File: src/rtl/inst_fetch_unit_if.sv
// Fetch-stage bundle: RAM instruction port, redirect/halt control and the
// valid/ready instruction stream towards decode.
interface inst_fetch_unit_if;
    logic [15:0] instAddr;
    logic [31:0] instOut;
    logic        redirect;
    logic [15:0] redirect_pc;
    logic        halt;
    logic [31:0] inst;
    logic [15:0] inst_pc;
    logic        inst_valid;
    logic        inst_ready;

    // Fetch unit side.
    modport master (
        output instAddr,
        output inst,
        output inst_pc,
        output inst_valid,
        input  instOut,
        input  redirect,
        input  redirect_pc,
        input  halt,
        input  inst_ready
    );

    // RAM / control / decode side.
    modport slave (
        input  instAddr,
        input  inst,
        input  inst_pc,
        input  inst_valid,
        output instOut,
        output redirect,
        output redirect_pc,
        output halt,
        output inst_ready
    );
endinterface

File: src/rtl/inst_fetch_unit.sv
// Instruction fetch stage: owns the PC, issues one fetch per cycle to the RAM
// instruction port, tags each returning word with its PC and buffers it in a
// small FIFO presented to decode over valid/ready. Supports redirect and halt.
module inst_fetch_unit #(
    parameter logic [15:0] RESET_PC = 16'h0000,
    parameter logic [15:0] PC_STEP  = 16'd4,
    parameter int unsigned DEPTH    = 2
) (
    input logic              clk,
    input logic              rst,
    inst_fetch_unit_if.master bus
);

    localparam int unsigned AW = $clog2(DEPTH);
    localparam int unsigned CW = AW + 1;
    localparam logic [CW:0] DEPTH_W = (CW + 1)'(DEPTH);

    typedef logic [AW-1:0] ptr_t;

    logic [15:0] pc_q, pc_d;
    logic [15:0] tag_q, tag_d;
    logic        inflight_q, inflight_d;
    logic [CW-1:0] count_q, count_d;
    ptr_t        rd_q, rd_d;
    ptr_t        wr_q, wr_d;

    logic [31:0] data_mem [DEPTH];
    logic [15:0] pc_mem [DEPTH];

    logic        pop;
    logic        push;
    logic        issue;
    logic [CW:0] occupancy;

    // Handshake decode and issue gating; an issue reserves a FIFO slot so the
    // response one cycle later can never overflow.
    always_comb begin
        pop       = bus.inst_valid && bus.inst_ready;
        push      = inflight_q && !bus.redirect;
        occupancy = {1'b0, count_q} + {{CW{1'b0}}, inflight_q} - {{CW{1'b0}}, pop};
        issue     = !rst && !bus.redirect && !bus.halt && (occupancy < DEPTH_W);
    end

    // Next-state for PC, in-flight tag and FIFO bookkeeping; redirect flushes.
    always_comb begin
        pc_d       = pc_q;
        tag_d      = tag_q;
        inflight_d = issue;
        count_d    = count_q + {{(CW-1){1'b0}}, push} - {{(CW-1){1'b0}}, pop};
        rd_d       = pop ? rd_q + ptr_t'(1) : rd_q;
        wr_d       = push ? wr_q + ptr_t'(1) : wr_q;
        if (issue) begin
            pc_d  = pc_q + PC_STEP;
            tag_d = pc_q;
        end
        if (bus.redirect) begin
            pc_d       = bus.redirect_pc;
            inflight_d = 1'b0;
            count_d    = '0;
            rd_d       = '0;
            wr_d       = '0;
        end
    end

    // Control state registers with synchronous reset.
    always_ff @(posedge clk) begin
        if (rst) begin
            pc_q       <= RESET_PC;
            tag_q      <= RESET_PC;
            inflight_q <= 1'b0;
            count_q    <= '0;
            rd_q       <= '0;
            wr_q       <= '0;
        end else begin
            pc_q       <= pc_d;
            tag_q      <= tag_d;
            inflight_q <= inflight_d;
            count_q    <= count_d;
            rd_q       <= rd_d;
            wr_q       <= wr_d;
        end
    end

    // FIFO storage: returning RAM word captured together with its PC tag.
    always_ff @(posedge clk) begin
        if (push && !rst) begin
            data_mem[wr_q] <= bus.instOut;
            pc_mem[wr_q]   <= tag_q;
        end
    end

    assign bus.instAddr   = pc_q;
    assign bus.inst       = data_mem[rd_q];
    assign bus.inst_pc    = pc_mem[rd_q];
    assign bus.inst_valid = (count_q != '0);

endmodule
File: src/flat_wrapper.sv
// flat-port wrapper written by rule: the top's interface ports become plain ports
module inst_fetch_unit_flat 
#(
    parameter logic [15:0] RESET_PC = 16'h0000,
    parameter logic [15:0] PC_STEP  = 16'd4,
    parameter int unsigned DEPTH    = 2
)
  (clk, rst, bus_instAddr, bus_inst, bus_inst_pc, bus_inst_valid, bus_instOut, bus_redirect, bus_redirect_pc, bus_halt, bus_inst_ready);
  inst_fetch_unit_if bus_i ();
  input logic clk;
  input logic rst;
  output wire logic [$bits(bus_i.instAddr)-1:0] bus_instAddr;
  output wire logic [$bits(bus_i.inst)-1:0] bus_inst;
  output wire logic [$bits(bus_i.inst_pc)-1:0] bus_inst_pc;
  output wire logic [$bits(bus_i.inst_valid)-1:0] bus_inst_valid;
  input wire logic [$bits(bus_i.instOut)-1:0] bus_instOut;
  input wire logic [$bits(bus_i.redirect)-1:0] bus_redirect;
  input wire logic [$bits(bus_i.redirect_pc)-1:0] bus_redirect_pc;
  input wire logic [$bits(bus_i.halt)-1:0] bus_halt;
  input wire logic [$bits(bus_i.inst_ready)-1:0] bus_inst_ready;
  assign bus_instAddr = bus_i.instAddr;
  assign bus_inst = bus_i.inst;
  assign bus_inst_pc = bus_i.inst_pc;
  assign bus_inst_valid = bus_i.inst_valid;
  assign bus_i.instOut = bus_instOut;
  assign bus_i.redirect = bus_redirect;
  assign bus_i.redirect_pc = bus_redirect_pc;
  assign bus_i.halt = bus_halt;
  assign bus_i.inst_ready = bus_inst_ready;
  inst_fetch_unit #(.RESET_PC(RESET_PC), .PC_STEP(PC_STEP), .DEPTH(DEPTH)) u_core (.clk(clk), .rst(rst), .bus(bus_i));
endmodule
File: config.mk
export PLATFORM = sky130hd
export DESIGN_NAME = inst_fetch_unit_flat
export DESIGN_NICKNAME = d
export VERILOG_FILES = /design/src/rtl/inst_fetch_unit_if.sv /design/src/rtl/inst_fetch_unit.sv /design/src/flat_wrapper.sv
export SDC_FILE = /design/constraint.sdc
export NUM_CORES = 1
export LEC_CHECK = 0
export ABC_CLOCK_PERIOD_IN_PS = 13250
export BUFFER_PORTS_ARGS = -buffer_cell sky130_fd_sc_hd__clkbuf_2
export CAP_MARGIN = 20
export CORE_MARGIN = 2
export CORE_UTILIZATION = 50
export DETAILED_ROUTE_END_ITERATION = 8
export PLACE_DENSITY = 0.76
export REMOVE_ABC_BUFFERS = 1
export SYNTH_ARGS = -nofsm -noshare
export SYNTH_HDL_FRONTEND = slang
export SYNTH_SLANG_ARGS = --single-unit
File: constraint.sdc
create_clock -name clk -period 13.25 [get_ports clk]
set_input_delay 2.65 -clock clk [delete_from_list [all_inputs] [get_ports clk]]
set_output_delay 2.65 -clock clk [all_outputs]
set_load 0.05 [all_outputs]
[Yosys cells after proc, flatten, opt, wreduce, memory -nomap -nowiden]
Memories as Yosys holds them, arrays and structs flattened. A register that Yosys moved wholly into a read port is not among the register bits.
Index checks and enable logic that the tools add are counted.
Word-level totals
  flip-flop bits (word level): 37
  memory bits (writable): 96
  bits of input ports: 53
  output and inout bits: 65
  word-level logic and storage cells: 36
  memories: 2
Cells by class
  add/sub/neg operators: 7
  magnitude comparators: 1
  mux-type cells: 8
  reduce and logical (&&, ||, !) cells: 12
Memory list
  u_core.data_mem: depth 2, width 32, rd ports 1, clocked after Yosys merged registers in 1, write ports 1, line inst_fetch_unit.sv:27  | logic [31:0] data_mem [DEPTH];
  u_core.pc_mem: depth 2, width 16, rd ports 1, clocked after Yosys merged registers in 1, write ports 1, line inst_fetch_unit.sv:28  | logic [15:0] pc_mem [DEPTH];
Operators by type and width (number)
  2-to-1 mux 16 bit: 2
  adder 16 x 3 -> 16 bit, second input constant: 1
  logical AND 1 bit: 6
  2-to-1 mux 1 bit: 6
  nonzero test 2 bit: 2
  adder 2 x 1 -> 3 bit: 1
  zero test 1 bit: 3
  less-than comparator 3 x 2 -> 1 bit, second input constant: 1
  subtractor 3 x 1 -> 3 bit: 1
  adder 1 bit, second input constant: 2
  adder 2 x 1 -> 2 bit: 1
  OR reduction 2 bit: 1
  subtractor 2 x 1 -> 2 bit: 1

[Logic depth before layout (Yosys ltp)]
Gate-level depths: netlist of the first run.
  depth after elaboration: 7
  depth in mapped cells: 11
  gate-level depth less buffers: 10

[Worst setup path before layout of the first run]
Ideal clock, no wire load.
  kind: input port to flip-flop
  start: input port bus_redirect
  end: memory u_core.data_mem[0][0] (enable)
  library setup time: 0.573 ns
  arrival: 7.590 ns
  data required time: 12.677 ns
  path slack: 5.087 ns
  cell stages on the path: 3
  buffers on the path: 2
  cell sequence: buf_6 -> clkbuf_1 -> nor4_1
Between the ends
  word-level cells in the longest chain between the ends: 5
RTL lines
  start, declared: line flat_wrapper.sv:17  | input wire logic [$bits(bus_i.redirect)-1:0] bus_redirect;
  zero test 1 bit: line inst_fetch_unit.sv:39  | push = inflight_q && !bus.redirect;
  logical AND 1 bit: line inst_fetch_unit.sv:39
  logical AND 1 bit: line inst_fetch_unit.sv:86  | if (push && !rst) begin
  2-to-1 mux 1 bit: line inst_fetch_unit.sv:86
  2-to-1 mux 1 bit (implied by the code): line inst_fetch_unit.sv:87  | data_mem[wr_q] <= bus.instOut;
  end, declared: line inst_fetch_unit.sv:27
Every way passes these cells.

[Final worst setup path of the first run]
  start: input port bus_inst_ready
  end: register u_core.pc_q[4], in the netlist u_core.bus.instAddr[4]
Between the ends
  word-level cells in the longest chain between the ends: 5
RTL lines
  start, declared: line flat_wrapper.sv:20  | input wire logic [$bits(bus_i.inst_ready)-1:0] bus_inst_ready;
  logical AND 1 bit: line inst_fetch_unit.sv:38  | pop = bus.inst_valid && bus.inst_ready;
  named net u_core.pop: line inst_fetch_unit.sv:30  | logic pop;
  subtractor 3 x 1 -> 3 bit: line inst_fetch_unit.sv:40  | occupancy = {1'b0, count_q} + {{CW{1'b0}}, inflight_q} - {{CW{1'b0}}, pop};
  less-than comparator 3 x 2 -> 1 bit: line inst_fetch_unit.sv:41  | issue = !rst && !bus.redirect && !bus.halt && (occupancy < DEPTH_W);
  logical AND 1 bit: line inst_fetch_unit.sv:41
  nonzero test 2 bit (no line)
  end signal, assigned: line inst_fetch_unit.sv:75  | pc_q <= pc_d;
  end, declared: line inst_fetch_unit.sv:20  | logic [15:0] pc_q, pc_d;
The timed path passes the listed nets, and every way through them passes these cells.
A chain may end at the register's enable or synchronous reset.

==> impl_metrics.toml, run 1 <==
[timing]
slew_headroom_pct = 41.0
setup_viol = 0
fin_hold_ws_ns = 0.456
finalMaxSlewViolations = 0
min_period_ns = 5.27
fmax_mhz = 190
finalSetupTns_ns = 0
hold_viol_final = 0
skew_ns = 0.00695
tightest_slew_ns = 0.886
min_period_over_period_pct = 39.8
rsz0062_at_grt = "false"

[finish]
layout.cells.non_filler = 636
drive_above_1_share_pct = 41.6
antenna_cells = 0
nets = 545
seq_area_um2 = 3640
area_growth_pct = 25.6
multi_input_area_um2 = 1500
n_fill_cell = 794

[cts]
clkLatencyLatePin_ns = 0.51
h-tree-depth = 4
cts_tree = "yes"
hold_buffers = 0
cts-root-buf = "clkbuf_8"
cts_sinks = 134
post-cts-setup-buffers = 0
cts_buffer_depth = 2
cts.clk_slew.worst_paths_ns = 0.06
numCtsBuffers = 17
post_cts_resize_count = 0

[die]
start_util_pct = 51.0
core_um2 = 10300
die_area_um2 = 11300
io_pins = 118
die_h_um = 106
die_x_um = 106
num_rows = 37

[grt]
grt_pass1_wl_um = 15300
grt_use_total_pct = 17.6
grt_max_degree = 49
antenna_found_initial = 0
grt-ovfl-total = 0
gr-usage-met1_pct = 22.6
grt.met3_usage_pct = 5.40
grt_pass1_vias = 3197
grt-busiest-layer = "met2"
met2_usage_pct = 28.3

[yosys]
yosys.area.top_type = "edfxtp_1"
synth-main-ff-cell = "edfxtp_1"
synth_area_um2 = 5250
netlist_top_cells_area = "edfxtp_1 55%, dfxtp_1 15%, mux2_2 10%, nand2_1 3.0%, a21oi_1 2.3%"
ys_seq_area_share_pct = 69.5
synth_edf_count = 96
synth.avg_cell_area_um2 = 14.3
yosys_warnings = 0
synth_top_area_share_pct = 55.0
ys_types = 41
synthCells = 366
synth-seq-cells = 134
synthArstFlopShare_pct = 0

[route]
drt_first_pass_iters = 5
ant_nets = 0
routed_via_density = 5.29
vias = 3367
drc = 0
post_drt_wl_per_cell_um = 15.4
wl_um = 9780
drt_first_iter_violations = 130

[worst_setup_path]
start_kind = "input port"
crit_arrival_ns = 5.63
worst-path-max-fanout = 31
setup.worst_path.class = "input port to register"
crit_required_ns = 13.61
cp-end-kind = "register"

[hold_path]
hp-class = "register to register"

[pwr]
p_leak_nw = 2.42
vdd_ir_drop_max_mv = 0.0730
total_power_mw = 0.975
powerDensity_nw_per_um2 = 148

[run]
drv_cap = 0

[outcome]
outcome = "complete, no violations"

[placed_design]
dp_hpwl_um = 6400
port_buffers = 117
dpl.cell_count = 604
globalplace.congestion = 0.861
-- cells in the mapped netlist (6+ instances only) --
cell type	number
edfxtp_1	96
mux2_2	48
nand2_1	42
dfxtp_1	38
a21oi_1	24
clkbuf_1	9
nor3_1	8
xnor2_1	8
a31oi_1	7
buf_2	6
inv_1	6
-- report_power, final --
group	switching (mW)	leakage [nW]	internal, mW
combinational	0.0370	0.966	0.0171
sequential	0.00710	1.15	0.454
clock	0.167	0.295	0.293
total	0.211	2.42	0.764
-- logic make-up (layout without fill, tap and decap cells) --
group | count (synthesis) | after routing | share of synthesized area, %
xor gates and xnor gates | 10 | 10 | 1.67
and+or+nand+nor | 93 | 93 | 9.06
muxes | 51 | 51 | 10.9
DFF | 134 | 134 | 69.5
buffers and inverters | 25 | 159 | 2.08
adders and majority gates | 5 | 5 | 1.34
AOI/OAI and AO/OA | 48 | 48 | 5.51
-- worst paths after layout --
path                                     start                             endpoint  slack (ns)  cells after the start
setup reg to reg  u_core.count_q[1]$_SDFF_PP0_  u_core.bus.instAddr[4]$_SDFFE_PP0P_        9.47                     10
hold reg to reg   u_core.tag_q[9]$_SDFFE_PP0P_        u_core.pc_mem[0][9]$_DFFE_PP_        0.46                      0
hold / removal    u_core.tag_q[9]$_SDFFE_PP0P_        u_core.pc_mem[0][9]$_DFFE_PP_        0.46                      0
setup / recovery                bus_inst_ready  u_core.bus.instAddr[4]$_SDFFE_PP0P_        7.98                     10
-- through the flow --
step | utilization, % | cell area (um2) | worst slack, ns
global route | 64.1 | 6590 | 7.72
global placement | 57.7 | 5930 | 7.55
floorplan | - | 5160 | 5.40
finish | 64.1 | 6590 | 7.98
CTS | 64.1 | 6590 | 7.98
detailed placement | 58.2 | 5980 | 7.44
-- cell usage in the layout (no fill, tap or decap), types with 3 or more instances in the layout --
cell type    n
ha_1         4
nand3b_1     3
o21ai_0      4
nand2_1     42
a31oi_1      7
mux2_2      48
dfxtp_1     37
nor3_1       8
xnor2_1      8
inv_4        3
nand3_1      4
edfxtp_1    96
nand4_1      4
o22ai_1      4
inv_1        6
and2_1       5
nor4_1       4
or2_2        4
nand2b_1     5
clkbuf_8     5
a21oi_1     24
mux2i_1      3
clkbuf_2   117
clkbuf_16   18
nor2_1       5
-- critical path, stage by stage --
cell and delay, ns:
clkbuf_2 0.07, and2_1 0.17, ha_1 0.29, nand2b_1 0.15
fa_1 0.46, nor4b_4 0.16, nand2_2 0.45, clkinv_1 0.71
a32oi_1 0.41, a21oi_1 0.09
-- routing by layer --
layer,share of wire [%],wire [um]
met1,42,4100
met2,49,4770
met3,8.3,808
met4,1.1,106
met5,0,0
-- final cells by class --
type                    count  area share (%)
clock buffers              24            7.94
clock inverters             8            1.23
inverters                   7           0.399
multi-input cells         207            22.8
flip-flops and latches    134            55.3
well taps                 136            2.58
repair buffers            120            9.73
-- registers in the layout, indices dropped and copies added (netlist names), named ones only --
register,count
u_core.bus.instAddr,16
u_core.count_q,2
u_core.data_mem,64
u_core.inflight_q,1
u_core.pc_mem,32
u_core.rd_q,1
u_core.tag_q,16
u_core.wr_q,1
(Power assumes the default switching activity.)
==> run 2, diff against run 1 <==
--- a/config.mk
+++ b/config.mk
@@ -5,11 +5,11 @@
 export SDC_FILE = /design/constraint.sdc
 export NUM_CORES = 1
 export LEC_CHECK = 0
-export ABC_CLOCK_PERIOD_IN_PS = 13250
+export ABC_CLOCK_PERIOD_IN_PS = 4800
 export BUFFER_PORTS_ARGS = -buffer_cell sky130_fd_sc_hd__clkbuf_2
 export CAP_MARGIN = 20
 export CORE_MARGIN = 2
-export CORE_UTILIZATION = 50
+export CORE_UTILIZATION = 48
 export DETAILED_ROUTE_END_ITERATION = 8
 export PLACE_DENSITY = 0.76
 export REMOVE_ABC_BUFFERS = 1
==> constraint.sdc (replaced) <==
create_clock -name clk -period 4.8 [get_ports clk]
set_input_delay 0.96 -clock clk [delete_from_list [all_inputs] [get_ports clk]]
set_output_delay 0.96 -clock clk [all_outputs]
set_load 0.05 [all_outputs]
==> run 2 against run 1 <==
Sequential power rose to 2.8 times the previous value. Final cell count up 0.63%. Final area about the same. Total power rose to 2.8 times the previous value. Flip-flop and latch count unchanged.
==> impl_metrics.toml, run 2 (synthesized netlist as in run 1, its figures left out) <==
[outcome]
outcome = "complete, no violations"

[timing]
layout_setup_ws_ns = 1.04
min_period_over_period_pct = 78.3
min_period_ns = 3.76
hold_viol_final = 0
setup_viol = 0
finalMaxSlewViolations = 0
slew_headroom_pct = 40.6
fmax_mhz = 266
skew_ns = 0.00491
tightest_slew_ns = 0.891
rsz0062_at_grt = "false"

[hold_path]
hp-class = "register to register"
worstHoldStart = "u_core.tag_q[11]$_SDFFE_PP0P_"

[grt]
grt_max_degree = 49
grt-busiest-layer = "met2"
grt_use_total_pct = 17.3
antenna_found_initial = 0
met2_usage_pct = 27.0
grt_pass1_vias = 3150
grt.met3_usage_pct = 5.61
gr-usage-met1_pct = 22.7
grt_pass1_wl_um = 15600
grt-ovfl-total = 0

[die]
start_util_pct = 48.8
die_area_um2 = 11800
core_um2 = 10700
io_pins = 118
die_h_um = 109
num_rows = 38
die_x_um = 109

[placed_design]
dp_hpwl_um = 6450
globalplace.congestion = 0.834
port_buffers = 117
dpl.cell_count = 608
pre_cts_slack_ns = 0.703

[worst_setup_path]
start_kind = "register"
crit_required_ns = 5.15
r2r_start = "u_core.count_q[1]$_SDFF_PP0_"
crit_arrival_ns = 4.11
crit_path_start = "u_core.count_q[1]$_SDFF_PP0_"
setup.worst_path.class = "register to register"
crit_end = "u_core.bus.instAddr[4]$_SDFFE_PP0P_"
worst-path-max-fanout = 31
rr_worst_depth = 10
cp-end-kind = "register"
r2r_end = "u_core.bus.instAddr[4]$_SDFFE_PP0P_"
rrSetupSlack_ns = 1.04

[cts]
cts-root-buf = "clkbuf_8"
post-cts-setup-buffers = 0
h-tree-depth = 4
hold_buffers = 0
numCtsBuffers = 17
cts_tree = "yes"
cts_sinks = 134
post_cts_resize_count = 0
cts.clk_slew.worst_paths_ns = 0.06
cts_buffer_depth = 2
clkLatencyLatePin_ns = 0.51

[finish]
n_fill_cell = 846
final_common_cell = "clkbuf_2"
nets = 545
top_regs = "u_core.data_mem (64), u_core.pc_mem (32)"
area_growth_pct = 25.5
drive_above_1_share_pct = 41.2
final_util_pct = 61.3
antenna_cells = 0
top_register = "u_core.data_mem"
layout.cells.non_filler = 640
largest_register_ffs = 64
final_cell_mix = "117 x clkbuf_2, 96 x edfxtp_1, 48 x mux2_2, 42 x nand2_1, 37 x dfxtp_1"

[route]
routed_via_density = 5.19
drc = 0
wl_um = 9840
vias = 3324
ant_nets = 0
drt_first_iter_violations = 183
drt_first_pass_iters = 4
post_drt_wl_per_cell_um = 15.4

[pwr]
vdd_ir_drop_max_mv = 0.222
p_leak_nw = 2.43
powerDensity_nw_per_um2 = 416

[run]
drv_cap = 0
run 2: cell types whose count changed in the layout (fill, tap and decap cells not counted), sizes merged:
cell | before | now
clkinv | 2 | 1
inv | 10 | 8
clkinvlp | 2 | 0
clkbuf | 141 | 146
run 2: where the power goes:
group	total, mW	internal, mW	switching (mW)	leakage [nW]
Sequential	1.27	1.25	0.0193	1.15
Clock	1.32	0.875	0.442	0.314
Combinational	0.149	0.0469	0.102	0.957
Total	2.74	2.18	0.564	2.43
run 2: worst min-delay path by stage:
stage,to,depth (start not counted)
after CTS,u_core.pc_mem[1][11]$_DFFE_PP_,0
after global routing,u_core.pc_mem[1][11]$_DFFE_PP_,0
after floorplan,u_core.pc_mem[0][0]$_DFFE_PP_,0
after detailed placement,u_core.pc_mem[1][11]$_DFFE_PP_,0
after global placement,u_core.pc_mem[1][3]$_DFFE_PP_,0
final,u_core.pc_mem[1][11]$_DFFE_PP_,0
run 2: critical path: stages, from the launching register on:
cell	delay (ns)
dfxtp_1	0.38
or2_2	0.31
and2_1	0.20
ha_1	0.29
nand2b_1	0.15
fa_1	0.45
nor4b_4	0.15
nand2_2	0.46
clkinv_1	0.72
a32oi_1	0.41
a21oi_1	0.08
run 2: per-layer routing:
metal,routed length [um],part of all wire (%)
met1,4340,44
met2,4520,46
met3,787,8.0
met4,199,2.0
met5,0,0
run 2: through the flow:
stage	area, um2	total power, mW	setup TNS, ns	hold slack [ns]
6_report	6590	2.74	0	0.451
2_1_floorplan	5160	1.38	-65.07	0.425
3_5_place_dp	5950	1.45	0	0.440
5_1_grt	6590	2.83	0	0.468
4_1_cts	6590	2.76	0	0.453
3_3_place_gp	5950	1.44	0	0.432
run 2: layout make-up:
cell class,instances,area (um2),area share [%]
Clock buffer,29,588,8.93
Sequential cell,134,3640,55.3
Multi-Input combinational cell,207,1500,22.8
Timing Repair Buffer,120,608,9.23
Inverter,7,26.3,0.399
Tap cell,140,175,2.66
Clock inverter,3,42.5,0.646
==> run 3, diff against run 2 <==
--- a/config.mk
+++ b/config.mk
@@ -5,11 +5,11 @@
 export SDC_FILE = /design/constraint.sdc
 export NUM_CORES = 1
 export LEC_CHECK = 0
-export ABC_CLOCK_PERIOD_IN_PS = 4800
+export ABC_CLOCK_PERIOD_IN_PS = 3500
 export BUFFER_PORTS_ARGS = -buffer_cell sky130_fd_sc_hd__clkbuf_2
 export CAP_MARGIN = 20
 export CORE_MARGIN = 2
-export CORE_UTILIZATION = 48
+export CORE_UTILIZATION = 50
 export DETAILED_ROUTE_END_ITERATION = 8
 export PLACE_DENSITY = 0.76
 export REMOVE_ABC_BUFFERS = 1
==> constraint.sdc (replaced) <==
create_clock -name clk -period 3.5 [get_ports clk]
set_input_delay 0.7 -clock clk [delete_from_list [all_inputs] [get_ports clk]]
set_output_delay 0.7 -clock clk [all_outputs]
set_load 0.05 [all_outputs]
==> run 3 against run 2 <==
Clock skew is 0.0023 ns higher. Total power grew 35%. Highest routed layer unchanged. Hold slack got worse by 0.067 ns. First-iteration DRC count decreased by 11%. Register-to-register slack got worse by 0.61 ns. Core utilization grew 3.1 points. Largest cell class unchanged.
==> impl_metrics.toml, run 3 (synthesized netlist as in run 1, its figures left out) <==
[route]
drt_first_iter_violations = 162
vias = 3311
drt_first_pass_iters = 4
routed_via_density = 5.17
ant_nets = 0
post_drt_wl_per_cell_um = 15.3
wl_um = 9790
drc = 0

[worst_setup_path]
worst-path-max-fanout = 25
rr_worst_depth = 10
start_kind = "register"
path_cells = "or2_2 -> and2_1 -> ha_1 -> nand2b_1 -> fa_1 -> nor4b_4 -> nand2_2 -> clkinvlp_4 -> xnor2_1 -> a211oi_1"
crit_required_ns = 3.91
r2r_end = "u_core.bus.instAddr[2]$_SDFFE_PP0P_"
crit_arrival_ns = 3.48
critPathSlowestCell = "fa_1"
rrSetupSlack_ns = 0.44
setup.worst_path.class = "register to register"
r2r_start = "u_core.count_q[1]$_SDFF_PP0_"
max_stage_delay_ns = 0.46
cp-end-kind = "register"

[grt]
grt.met3_usage_pct = 5.15
grt_pass1_vias = 3274
grt-busiest-layer = "met2"
grt_use_total_pct = 17.9
grt_max_degree = 49
grt-ovfl-total = 0
grt_pass1_wl_um = 15700
gr-usage-met1_pct = 23.6
antenna_found_initial = 0
met2_usage_pct = 28.4

[pwr]
vdd_ir_drop_max_mv = 0.275
p_leak_nw = 2.44
total_power_mw = 3.69
powerDensity_nw_per_um2 = 558

[placed_design]
placed_cell_area_um2 = 6010
port_buffers = 117
pre_cts_slack_ns = 0.117
dp_hpwl_um = 6520
dpl.cell_count = 609
globalplace.congestion = 0.878

[cts]
h-tree-depth = 4
post_cts_resize_count = 0
post-cts-setup-buffers = 0
cts-root-buf = "clkbuf_8"
cts_buffer_depth = 2
cts_tree = "yes"
cts_sinks = 134
hold_buffers = 0
cts.clk_slew.worst_paths_ns = 0.06
clkLatencyLatePin_ns = 0.50
numCtsBuffers = 17

[outcome]
outcome = "complete, no violations"

[hold_path]
min_to = "u_core.data_mem[1][17]$_DFFE_PP_"
holdPathStages = 1
worstHoldStart = "bus_instOut[17]"
hp-class = "input port to register"

[finish]
final_cell_mix = "117 x clkbuf_2, 96 x edfxtp_1, 48 x mux2_2, 42 x nand2_1, 37 x dfxtp_1"
layout.cells.non_filler = 641
n_fill_cell = 812
largest_register_ffs = 64
area_growth_pct = 26.1
antenna_cells = 0
final_area_um2 = 6620
nets = 550
top_register = "u_core.data_mem"
top_regs = "u_core.data_mem (64), u_core.pc_mem (32)"
final_common_cell = "clkbuf_2"
final_util_pct = 64.4
drive_above_1_share_pct = 42.0

[run]
drv_cap = 0

[die]
die_h_um = 106
die_x_um = 106
start_util_pct = 51.0
num_rows = 37
die_area_um2 = 11300
core_um2 = 10300
io_pins = 118

[timing]
fmax_mhz = 326
layout_setup_ws_ns = 0.437
fin_hold_ws_ns = 0.385
finalMaxSlewViolations = 0
rsz0062_at_grt = "false"
tightest_slew_ns = 0.586
slew_headroom_pct = 61.0
min_period_ns = 3.06
finalSetupTns_ns = 0
skew_ns = 0.00724
setup_viol = 0
hold_viol_final = 0
min_period_over_period_pct = 87.5
run 3: final cells by class:
class,instances,area (um2),share of cell area (%)
Clock buffer,26,542,8.19
Clock inverter,6,57.6,0.870
Inverter,7,30.0,0.454
Multi-Input combinational cell,207,1500,22.7
Sequential cell,134,3640,55.1
Tap cell,136,170,2.57
Timing Repair Buffer,125,671,10.1
run 3: worst max path at each step:
stage	from	end	slack, ns	cells past startpoint
CTS	u_core.count_q[1]$_SDFF_PP0_	u_core.bus.instAddr[2]$_SDFFE_PP0P_	0.16	10
finish	u_core.count_q[1]$_SDFF_PP0_	u_core.bus.instAddr[2]$_SDFFE_PP0P_	0.44	10
global route	u_core.count_q[1]$_SDFF_PP0_	u_core.bus.instAddr[2]$_SDFFE_PP0P_	0.24	10
floorplan	bus_redirect	u_core.data_mem[0][0]$_DFFE_PP_	-2.40	1
global placement	bus_inst_ready	u_core.bus.instAddr[4]$_SDFFE_PP0P_	0.22	10
detailed placement	bus_inst_ready	u_core.bus.instAddr[2]$_SDFFE_PP0P_	0.12	10
run 3: where the power goes:
part / internal, mW / leakage [nW] / switching [mW]
clock: 1.12 / 0.301 / 0.611
sequential: 1.72 / 1.15 / 0.0265
combinational: 0.0671 / 0.984 / 0.140
run 3: critical path, delay by kind of cell (launching register included):
kind / cells / cell delay [ns]
simple gates: 5 / 1.00
fa+ha+maj: 2 / 0.75
flops: 1 / 0.38
buf+inv: 1 / 0.38
xor+xnor: 1 / 0.24
compound gates: 1 / 0.23
run 3: metal layers:
metal / routed length (um) / vias to the layer above
li1: - / 1625
met1: 4370 / 1551
met2: 4640 / 124
met3: 692 / 11
met4: 81 / 0
met5: 0 / -
